==> src/rtl/noc_pkg.sv <==
// Shared NoC link definitions used by the receive buffer, the send-side credit
// counter and the router top.
package noc_pkg;

  localparam int FLIT_W            = 16;
  localparam int DEFAULT_BUF_DEPTH = 4;

  typedef logic [FLIT_W-1:0] flit_t;

endpackage : noc_pkg

==> src/rtl/noc_input_buffer_if.sv <==
// Link between an upstream sender (enable/data/credit) and the local switch stage (valid/ready).
// The master side is the environment; the slave side is the input buffer.
interface noc_input_buffer_if
  import noc_pkg::*;
#(
  parameter int WIDTH = FLIT_W
);

  logic             in_enable;
  logic [WIDTH-1:0] in_data;
  logic             in_credit;
  logic             out_valid;
  logic [WIDTH-1:0] out_data;
  logic             out_ready;

  modport master (
    output in_enable, in_data, out_ready,
    input  in_credit, out_valid, out_data
  );

  modport slave (
    input  in_enable, in_data, out_ready,
    output in_credit, out_valid, out_data
  );

endinterface : noc_input_buffer_if

==> src/rtl/noc_fifo_mem.sv <==
// DEPTH x WIDTH register array: one synchronous write port, one asynchronous read port.
// Contents are not reset; the owner guarantees reads only of written slots.
module noc_fifo_mem #(
  parameter int DEPTH = 4,
  parameter int WIDTH = 16
) (
  input  logic                     clk,
  input  logic                     we,
  input  logic [$clog2(DEPTH)-1:0] waddr,
  input  logic [WIDTH-1:0]         wdata,
  input  logic [$clog2(DEPTH)-1:0] raddr,
  output logic [WIDTH-1:0]         rdata
);

  logic [WIDTH-1:0] mem_q [DEPTH];

  always_ff @(posedge clk) begin
    if (we) begin
      mem_q[waddr] <= wdata;
    end
  end

  assign rdata = mem_q[raddr];

endmodule : noc_fifo_mem

==> src/rtl/noc_input_buffer.sv <==
// Receive-side router port buffer: captures upstream flits into a FIFO, presents them
// to the switch via valid/ready and returns one credit per dequeued flit.
module noc_input_buffer
  import noc_pkg::*;
#(
  parameter int DEPTH = DEFAULT_BUF_DEPTH,
  parameter int WIDTH = FLIT_W
) (
  input  logic                       clk,
  input  logic                       rst,
  noc_input_buffer_if.slave          link,
  output logic [$clog2(DEPTH+1)-1:0] count,
  output logic                       err_overflow
);

  localparam int                PTR_W    = $clog2(DEPTH);
  localparam int                CNT_W    = $clog2(DEPTH + 1);
  localparam logic [CNT_W-1:0]  FULL_CNT = CNT_W'(DEPTH);

  logic [PTR_W-1:0] wr_ptr_q, wr_ptr_d;
  logic [PTR_W-1:0] rd_ptr_q, rd_ptr_d;
  logic [CNT_W-1:0] count_q,  count_d;
  logic             credit_q, credit_d;
  logic             err_q,    err_d;

  logic             full;
  logic             out_valid;
  logic             pop;
  logic             push;
  logic [WIDTH-1:0] rd_data;

  assign out_valid = (count_q != '0);

  always_comb begin
    full     = (count_q == FULL_CNT);
    pop      = out_valid && link.out_ready;
    // A pop in the same cycle frees the head slot, so a full buffer can still accept.
    push     = link.in_enable && (!full || pop);

    wr_ptr_d = wr_ptr_q;
    rd_ptr_d = rd_ptr_q;
    count_d  = count_q;
    credit_d = pop;
    err_d    = err_q | (link.in_enable && !push);

    if (push) begin
      wr_ptr_d = wr_ptr_q + 1'b1;
    end
    if (pop) begin
      rd_ptr_d = rd_ptr_q + 1'b1;
    end

    unique case ({push, pop})
      2'b10:   count_d = count_q + 1'b1;
      2'b01:   count_d = count_q - 1'b1;
      default: count_d = count_q;
    endcase
  end

  always_ff @(posedge clk or negedge rst) begin
    if (!rst) begin
      wr_ptr_q <= '0;
      rd_ptr_q <= '0;
      count_q  <= '0;
      credit_q <= 1'b0;
      err_q    <= 1'b0;
    end else begin
      wr_ptr_q <= wr_ptr_d;
      rd_ptr_q <= rd_ptr_d;
      count_q  <= count_d;
      credit_q <= credit_d;
      err_q    <= err_d;
    end
  end

  noc_fifo_mem #(
    .DEPTH (DEPTH),
    .WIDTH (WIDTH)
  ) u_mem (
    .clk   (clk),
    .we    (push),
    .waddr (wr_ptr_q),
    .wdata (link.in_data),
    .raddr (rd_ptr_q),
    .rdata (rd_data)
  );

  // Masking keeps out_data at zero out of reset while storage is still unwritten.
  assign link.out_valid = out_valid;
  assign link.out_data  = out_valid ? rd_data : '0;
  assign link.in_credit = credit_q;
  assign count          = count_q;
  assign err_overflow   = err_q;

endmodule : noc_input_buffer

==> src/flat_wrapper.sv <==
// flat-port wrapper written by rule: the top's interface ports become plain ports
module noc_input_buffer_flat import noc_pkg::*;
#(
  parameter int DEPTH = DEFAULT_BUF_DEPTH,
  parameter int WIDTH = FLIT_W
)
  (clk, rst, count, err_overflow, link_in_enable, link_in_data, link_out_ready, link_in_credit, link_out_valid, link_out_data);
  noc_input_buffer_if #(.WIDTH(WIDTH)) link_i ();
  input  logic clk;
  input  logic rst;
  output logic [$clog2(DEPTH+1)-1:0] count;
  output logic err_overflow;
  input wire logic [$bits(link_i.in_enable)-1:0] link_in_enable;
  input wire logic [$bits(link_i.in_data)-1:0] link_in_data;
  input wire logic [$bits(link_i.out_ready)-1:0] link_out_ready;
  output wire logic [$bits(link_i.in_credit)-1:0] link_in_credit;
  output wire logic [$bits(link_i.out_valid)-1:0] link_out_valid;
  output wire logic [$bits(link_i.out_data)-1:0] link_out_data;
  assign link_i.in_enable = link_in_enable;
  assign link_i.in_data = link_in_data;
  assign link_i.out_ready = link_out_ready;
  assign link_in_credit = link_i.in_credit;
  assign link_out_valid = link_i.out_valid;
  assign link_out_data = link_i.out_data;
  noc_input_buffer #(.DEPTH(DEPTH), .WIDTH(WIDTH)) u_core (.clk(clk), .rst(rst), .link(link_i), .count(count), .err_overflow(err_overflow));
endmodule
==> config.mk <==
export PLATFORM = sky130hd
export DESIGN_NAME = noc_input_buffer_flat
export DESIGN_NICKNAME = d
export VERILOG_FILES = /design/src/rtl/noc_pkg.sv /design/src/rtl/noc_input_buffer_if.sv /design/src/rtl/noc_fifo_mem.sv /design/src/rtl/noc_input_buffer.sv /design/src/flat_wrapper.sv
export SDC_FILE = /design/constraint.sdc
export NUM_CORES = 1
export LEC_CHECK = 0
export CELL_PAD_IN_SITES_DETAIL_PLACEMENT = 0
export CELL_PAD_IN_SITES_GLOBAL_PLACEMENT = 1
export CORE_UTILIZATION = 40
export DETAILED_ROUTE_END_ITERATION = 7
export PLACE_DENSITY = 0.79
export SYNTH_ARGS = -nofsm -noshare
export SYNTH_HDL_FRONTEND = slang
export SYNTH_SLANG_ARGS = --single-unit
==> constraint.sdc <==
create_clock -name clk -period 2.6 [get_ports clk]
set_clock_uncertainty 0.1 [all_clocks]
set_input_delay 0.39 -clock clk [delete_from_list [all_inputs] [get_ports clk]]
set_output_delay 0.39 -clock clk [all_outputs]
set_load 0.02 [all_outputs]
# [Word level (Yosys, flattened, before mapping)]
# Memories as Yosys holds them, arrays and structs flattened.
# Index checks and enable logic that the tools add are counted.
# Widths: inputs -> output; s select.
[classes] addsub=4 n_eq_ne=3 muxes=4 bitwise=1 n_reduce_logical=8
[ops] op="$mux 16" count=1
[ops] op="$pmux 3 s2" count=1
[ops] op="$add 2x1->2 const B" count=2
[ops] op="$add 3x1->3 const B" count=1
[ops] op="$eq 3x3->1 const B" count=1
[ops] op="$logic_and 1x1->1" count=3
[ops] op="$reduce_bool 3->1" count=1
[ops] op="$sub 3x1->3 const B" count=1
[ops] op="$eq 2x1->1 const B" count=1
[ops] op="$eq 2x2->1 const B" count=1
[ops] op="$logic_not 1->1" count=2
[ops] op="$mux 1" count=2
[ops] op="$reduce_bool 2->1" count=1
[ops] op="$logic_or 1x1->1" count=1
[ops] op="$or 1x1->1" count=1
[totals] register_bits=9 mem_bits_rw=64 inputBits=20 output_inout_bits=22 elab_cells=26 mem_count=1
[memory_table] name="u_core.u_mem.mem_q" words=4 word_bits=16 read_ports=1 rd_ports_with_merged_regs=0 write_ports=1 line_no="noc_fifo_mem.sv:15" text="logic [WIDTH-1:0] mem_q [DEPTH];"

# [Depth between registers and ports, before layout]
# Gate-level depths: netlist of the first run.
[logic_depth] ltp_word=7 mapped_depth=9 mapped_depth_nobuf=9

# [By module]
# Synthesis of the first run repeated with hierarchy kept, for this count alone.
[unflattened] cells_unflattened=161 hier_area_um2=3031.7
[by_module_without_submodules] module="noc_fifo_mem" n_inst=1 cells_each=88 area_per_inst_um2=2377.3 seq_area_each_um2=1921.8
[by_module_without_submodules] module="noc_input_buffer" n_inst=1 cells_each=73 area_per_inst_um2=654.4 seq_area_each_um2=225.2

# [Worst setup path before layout of the first run]
# Ideal clock, no wire load.
[synth_timing] path_type="reg-to-reg" startpoint="register u_core.count_q[0], in the netlist u_core.count[0]" endpoint="register u_core.count_q[2], in the netlist u_core.count[2]" setup_time_ns=0.132 arrival_ns=1.939 t_required_ns=2.368 slack_ns=0.429 path_stages_with_launch=10 n_path_buf=1 synth_period_minus_slack_ns=2.171 path_cell_list="dfrtp_1 -> or3_1 -> buf_2 -> and2_1 -> ha_1 -> inv_1 -> fa_1 -> xor2_1 -> nor2_1 -> xor2_1"
[synth_between] elab_chain_len=6 elab_cells_between_ends=12 cone_classes="add/sub: 2; eq/ne: 3; mux: 1; reduce/logical: 6"
[synth_lines] element="from (decl)" line_no="noc_input_buffer.sv:22" text="logic [CNT_W-1:0] count_q, count_d;"
[synth_lines] element="from (signal assigned)" line_no="noc_input_buffer.sv:70" text="count_q <= count_d;"
[synth_lines] element="$reduce_bool 3->1 *" line_no="noc_input_buffer.sv:32" text="assign out_valid = (count_q != '0);"
[synth_lines] element="$logic_and 1x1->1 *" line_no="noc_input_buffer.sv:36" text="pop = out_valid && link.out_ready;"
[synth_lines] element="named net u_core.credit_d" line_no="noc_input_buffer.sv:23" text="logic credit_q, credit_d;"
[synth_lines] element="$logic_or 1x1->1" line_no="noc_input_buffer.sv:38" text="push = link.in_enable && (!full || pop);"
[synth_lines] element="$logic_and 1x1->1" line_no="noc_input_buffer.sv:38"
[synth_lines] element="$eq 2x1->1 / $eq 2x2->1 (equally long branches)" line_no="noc_input_buffer.sv:53" text="unique case ({push, pop})"
[synth_lines] element="$pmux 3 s2 / $reduce_bool 2->1 (equally long branches)"
# The timed path passes the listed nets; every way through them passes the cells marked *.
# A chain may end at the register's enable or synchronous reset.

# [Worst setup path in the final report of the first run]
[layout_timing] startpoint="register u_core.rd_ptr_q[0]" endpoint="output link_out_data[6]"
[layout_between] elab_chain_len=2
[layout_lines] element="from (decl)" line_no="noc_input_buffer.sv:21" text="logic [PTR_W-1:0] rd_ptr_q, rd_ptr_d;"
[layout_lines] element="from (signal assigned)" line_no="noc_input_buffer.sv:69" text="rd_ptr_q <= rd_ptr_d;"
[layout_lines] element="$mem_v2 4x16"
[layout_lines] element="$mux 16" line_no="noc_input_buffer.sv:90" text="assign link.out_data = out_valid ? rd_data : '0;"
[layout_lines] element="to (decl)" line_no="flat_wrapper.sv:18" text="output wire logic [$bits(link_i.out_data)-1:0] link_out_data;"
# No other way between the ends.

==> results.yml, run 1 <==
worst_setup_path:
  reg2reg_from: "u_core.count[0]"
  crit_path_end_kind: "output port"
  slowest_stage: "mux4_1"
  worstPathMaxFanout: 18
  cp_slowest_stage_delay_ns: 0.55
  path_cells: "buf_12 -> mux4_1 -> and2_1 -> dlygate4sd2_1"
  startpoint: "u_core.rd_ptr_q[0]"
  rrSetupSlack_ns: 0.28
  r2r-end: "u_core.count[1]"
  r2r_cells: 7
  cp_data_required_time_ns: 2.11
  worstSetupEndpoint: "link_out_data[6]"
  worstSetupStartpointType: "flip-flop"
  crit_type: "flip-flop to output port"
  cp.arrival_ns: 1.94
layout:
  n_antenna_cell: 0
  final_nets: 220
  finalInstanceArea_sq_um: 3640
  area_growth_pct: 23.63
  drive_gt1_share_pct: 15.08
sta:
  hold_viol_final: 0
  fin_crit_sh_pct: 93.35
  slew_viol_final: 0
  hold_ws_ns: 0.2671
  finalSetupViolations: 0
  slew_headroom_pct: 44.89
  worst_pin_slew_ns: 0.8267
  max_freq_mhz: 412.0
  period_needed_ns: 2.427
  rsz0062_at_grt: "no"
power:
  ir_drop_v: 0.0006309
  total_power_mw: 4.133
  powerDensity_nw_per_um2: 1135
  p_leak_nw: 1.302
synthesis:
  synth-seq-area-share_pct: 72.93
  synth_largest_area_cell: "edfxtp_1"
  synthCells: 143
  synth.distinct_cells: 22
  syn-cell-area_sq_um: 2944
  ys_ff_latch: 73
  syn_avg_cell_area_sq_um: 20.59
  synth_top_area_share_pct: 65.28
  synthTopCellsByArea: "edfxtp_1, dfrtp_1, mux4_1"
  syn_nets: 169
  synth-warning-count: 0
routing:
  vias: 1418
  drtIter0Drc: 79
  vias_per_cell: 4.807
  drc: 0
  drt-pass1-iter-count: 4
  routed_wirelength_microns: 4858
  detail_route.wl_per_cell_microns: 16.47
  drtAntennaViolNets: 0
floorplan:
  start_util_pct: 42.40
  die_h_microns: 87.79
  die_x_microns: 87.79
  rows: 30
  die-area_sq_um: 7707
  ioPinCount: 42
  design.core.area_sq_um: 6944
cts:
  clock_latency_ns: 0.33
  cts_buffers: 9
  clock_sinks: 73
  clk_pin_slew_ns: 0.07
  cts_tree: "built"
  cts_buffer_depth: 2
  htree_levels: 3
  cts_root_buf: "clkbuf_8"
status:
  status: "finished clean"
global_routing:
  grt.total_usage_pct: 14.18
  grt_pass1_wl_microns: 7679
  grt_max_degree: 19
  antenna_found_initial: 0
  first_global_vias: 1536
  overflow: 0
place:
  io_buffers: 41
  dp_hpwl_microns: 3295
  routabilityCongestion: 0.7346
  placed_area_sq_um: 3473
run:
  cap_violations: 0
min_path:
  hold_class: "input pin to asynchronous set/reset pin"
## cells in the mapped netlist, drive strengths merged
library cell / n
xnor2: 3
or3: 1
nor4b: 1
inv: 6
mux2: 1
nor2b: 1
xor2: 3
nor2: 1
dfrtp: 9
o21ai: 1
fa: 1
and2: 21
mux4: 16
a21o: 1
ha: 5
edfxtp: 64
buf: 6
nand2: 1
nand3: 1
## worst max-delay path: cells and delay by family (launching register included)
| kind | cells | cell delay, ns |
|---|---|---|
| flops | 1 | 0.37 |
| mux | 1 | 0.55 |
| buf+inv | 2 | 0.51 |
| simple gates | 1 | 0.17 |
## metal layers
metal  GRT usage (%)  vias to the layer above  share of wire [%]
met5               0                        -                  0
met4           7.601                        0                2.4
met3           3.959                       11                4.0
met2           24.17                       35                 53
met1           16.25                      717                 41
li1                -                      655                  -
## power breakdown
group	switching, mW	leakage (nW)	internal, mW
clock network	0.387	0.0897	0.436
registers	0.107	0.691	1.57
logic	0.857	0.522	0.777
total	1.35	1.30	2.78
## sequential cells by signal, summed over array words and instances, names as in the netlist
| signal | flops |
|---|---|
| u_core.rd_ptr_q | 2 |
| u_core.u_mem.mem_q | 64 |
| u_core.err_overflow | 1 |
| u_core.wr_ptr_q | 2 |
| u_core.link.in_credit | 1 |
| u_core.count | 3 |
## metrics by stage
step | TNS (ns) | std cells | util (%) | setup slack (ns)
after floorplan | 0 | 143 | - | 0.4295
after global placement | 0 | 279 | 50.02 | 0.1347
after detailed placement | -0.0008646 | 279 | 50.02 | -0.0008646
after CTS | 0 | 295 | 52.41 | 0.1443
after global routing | 0 | 295 | 52.41 | 0.09363
final | 0 | 295 | 52.41 | 0.1729
## timing repair
item / CTS / global route
hold buffers: 0 / 0
setup endpoints to repair: 16 / 0
resized for setup: 16 / 0
setup buffers: 0 / 0
## worst min-delay path by stage
stage                              from                  end  slack, ns  cells after the start
finish                              rst  u_core.err_overflow       0.27                      1
global route                        rst  u_core.err_overflow       0.29                      1
CTS                                 rst  u_core.err_overflow       0.27                      1
detailed placement  u_core.err_overflow  u_core.err_overflow       0.35                      1
global placement    u_core.err_overflow  u_core.err_overflow       0.35                      1
floorplan                           rst      u_core.count[0]     -0.006                      0
## area by class of cell
class	instances	area, sq um
flip-flops and latches	73	2147
well taps	96	120.1
multi-input cells	58	723.2
repair buffers	46	440.4
clock inverters	6	58.81
fillers	568	3304
clock buffers	10	127.6
inverters	6	22.52
## logic make-up after synthesis
kind of cell	Yosys count	share of synthesized area, %
flops	73	72.93
simple gates	27	5.907
mux	17	13.64
buf+inv	12	2.507
xor+xnor	6	1.785
fa+ha+maj	6	2.805
compound gates	2	0.4249
## cell usage in the layout, fill, tap and decap left out, types with 2 or more instances in the layout
| cell type | Yosys | final |
|---|---|---|
| dfrtp_1 | 9 | 9 |
| ha_1 | 5 | 5 |
| mux4_1 | 8 | 8 |
| and2_1 | 21 | 21 |
| mux4_2 | 8 | 8 |
| dlygate4sd2_1 | 0 | 16 |
| edfxtp_1 | 64 | 64 |
| xnor2_1 | 3 | 3 |
| clkinvlp_4 | 0 | 2 |
| inv_1 | 6 | 6 |
| clkinv_2 | 0 | 2 |
| clkbuf_8 | 0 | 9 |
| clkdlybuf4s50_1 | 0 | 25 |
| buf_4 | 0 | 4 |
| xor2_1 | 3 | 3 |
Power figures use the tool's default switching activity.
==> run 2: changes to the inputs <==
RECOVER_POWER = 50   (was default)
REMOVE_ABC_BUFFERS = 1   (was default)
==> run 2 against run 1 <==
Against the previous run:
- final cell count grew 0.34%
- sequential power is essentially flat
- global-route usage grew 0.17 points
- die area is the same
- total power grew 4.0%
- setup slack lost 0.027 ns
- fmax shrank 1.1%
- combinational power is essentially flat
- first-iteration DRC count shrank 41%
- largest cell class unchanged
- largest power group unchanged
- highest routed layer unchanged
==> results.yml, run 2 (synthesis results as in run 1) <==
worst_setup_path:
  cp.arrival_ns: 1.96
  crit_path_end_kind: "output port"
  cp_slowest_stage_delay_ns: 0.56
  crit_type: "flip-flop to output port"
  cp_data_required_time_ns: 2.11
  path_cells: "buf_4 -> mux4_1 -> and2_1 -> dlygate4sd2_1"
  worstPathMaxFanout: 8
  slowest_stage: "mux4_1"
  worstSetupStartpointType: "flip-flop"
floorplan:
  rows: 30
  die_h_microns: 87.79
  start_util_pct: 42.40
  die_x_microns: 87.79
  ioPinCount: 42
  die-area_sq_um: 7707
  design.core.area_sq_um: 6944
routing:
  drt-pass1-iter-count: 4
  vias: 1417
  drtAntennaViolNets: 0
  drc: 0
  drtIter0Drc: 47
  vias_per_cell: 4.787
  routed_wirelength_microns: 4833
  detail_route.wl_per_cell_microns: 16.33
place:
  io_buffers: 41
  routabilityCongestion: 0.6792
  dp_cells: 280
  dp_hpwl_microns: 3218
global_routing:
  grt_pass1_wl_microns: 7638
  antenna_found_initial: 0
  first_global_vias: 1530
  overflow: 0
  grt.total_usage_pct: 14.35
  grt_max_degree: 17
layout:
  area_growth_pct: 25.07
  final_nets: 221
  n_antenna_cell: 0
  layout_commonest_cell: "edfxtp_1"
  final_cells: 296
  largest_reg_flops: 64
  final_cell_mix: "edfxtp_1, dlygate4sd3_1, and2_1, dlygate4sd2_1"
  largest_register: "u_core.u_mem.mem_q"
  drive_gt1_share_pct: 15.00
  fillers: 566
power:
  powerDensity_nw_per_um2: 1167
  p_leak_nw: 1.351
  ir_drop_v: 0.0006570
  seq_power_share_pct: 38.8
  clock_power_share_pct: 23.6
  swShare_pct: 31.21
  p_int_mw: 2.957
  p_switching_mw: 1.342
  combPwrFrac_pct: 37.7
cts:
  cts_root_buf: "clkbuf_8"
  clock_sinks: 73
  cts_buffers: 9
  cts_tree: "built"
  clock_latency_ns: 0.33
  clk_pin_slew_ns: 0.07
  htree_levels: 3
  cts_buffer_depth: 2
min_path:
  hold_class: "input pin to asynchronous set/reset pin"
sta:
  hold_viol_final: 0
  period_needed_ns: 2.454
  fin_crit_sh_pct: 94.39
  worst_pin_slew_ns: 0.8426
  finalSetupViolations: 0
  max_freq_mhz: 407.5
  totalNegativeSetupSlack_ns: 0
  slew_viol_final: 0
  rsz0062_at_grt: "no"
  slew_headroom_pct: 43.82
run:
  cap_violations: 0
status:
  status: "finished clean"
[run 2: cell types whose count changed in the layout (fill, tap and decap cells not counted), sizes merged]
cell           change
clkinvlp           -2
bufinv             +2
dlygate4sd3       +22
clkdlybuf4s50     -22
dlygate4sd2        -2
clkinv             +1
dlymetal6s2s       +2
[run 2: worst paths after layout]
kind / startpoint / end / slack [ns] / cells after the start
worst max-delay path: u_core.rd_ptr_q[0] / link_out_data[1] / 0.15 / 4
worst min-delay path: rst / u_core.err_overflow / 0.32 / 1
worst max register to register: u_core.count[0] / u_core.count[1] / 0.28 / 7
worst min register to register: u_core.err_overflow / u_core.err_overflow / 0.37 / 1
max in group asynchronous: rst / u_core.wr_ptr_q[1] / 1.78 / 1
min in group clk: u_core.err_overflow / u_core.err_overflow / 0.37 / 1
[run 2: final cells by class]
cell class | instances | area, sq um | area share, %
Clock buffer | 9 | 123.9 | 3.364
Clock inverter | 7 | 108.9 | 2.956
Inverter | 6 | 22.52 | 0.6116
Multi-Input combinational cell | 58 | 716.9 | 19.47
Sequential cell | 73 | 2147 | 58.31
Tap cell | 96 | 120.1 | 3.262
Timing Repair Buffer | 47 | 442.9 | 12.03
[run 2: through the flow]
stage	power, mW	cell area (sq um)	setup slack, ns	hold slack, ns	util, %
3_5_place_dp	3.496	3468	0.02202	0.3494	49.95
3_3_place_gp	3.439	3468	0.1269	0.3438	49.95
4_1_cts	4.395	3687	0.006145	0.2454	53.10
6_report	4.299	3682	0.1458	0.3248	53.03
2_1_floorplan	2.710	2893	0.2518	-0.005591	-
5_1_grt	4.538	3682	0.06559	0.3476	53.03
[run 2: routing by layer]
metal	global-route usage (%)	vias up	share of wire, %
li1	-	660	-
met1	15.71	708	42
met2	24.95	41	51
met3	3.864	8	5.1
met4	8.644	0	1.8
met5	0	-	0
[run 2: timing repair]
action | CTS | global route
endpoints found under the setup margin | 16 | 2
gates resized for setup | 15 | 2
buffers inserted | 0 | 0
hold buffers | 0 | 0
cloned | 0 | 0
[run 2: power groups by stage]
| stage | Sequential [mW] | Clock, mW | Combinational [mW] |
|---|---|---|---|
| after floorplan | 1.78 | 0 | 0.930 |
| after CTS | 1.67 | 1.04 | 1.69 |
| after global routing | 1.69 | 1.08 | 1.76 |
| after global placement | 1.68 | 0 | 1.76 |
| final | 1.67 | 1.01 | 1.62 |
| after detailed placement | 1.69 | 0 | 1.80 |
[run 2: critical path: cells and delay by family (launching register included)]
family        cells  cell delay [ns]
simple gates      1             0.19
buf+inv           2             0.52
flops             1             0.36
mux               1             0.56
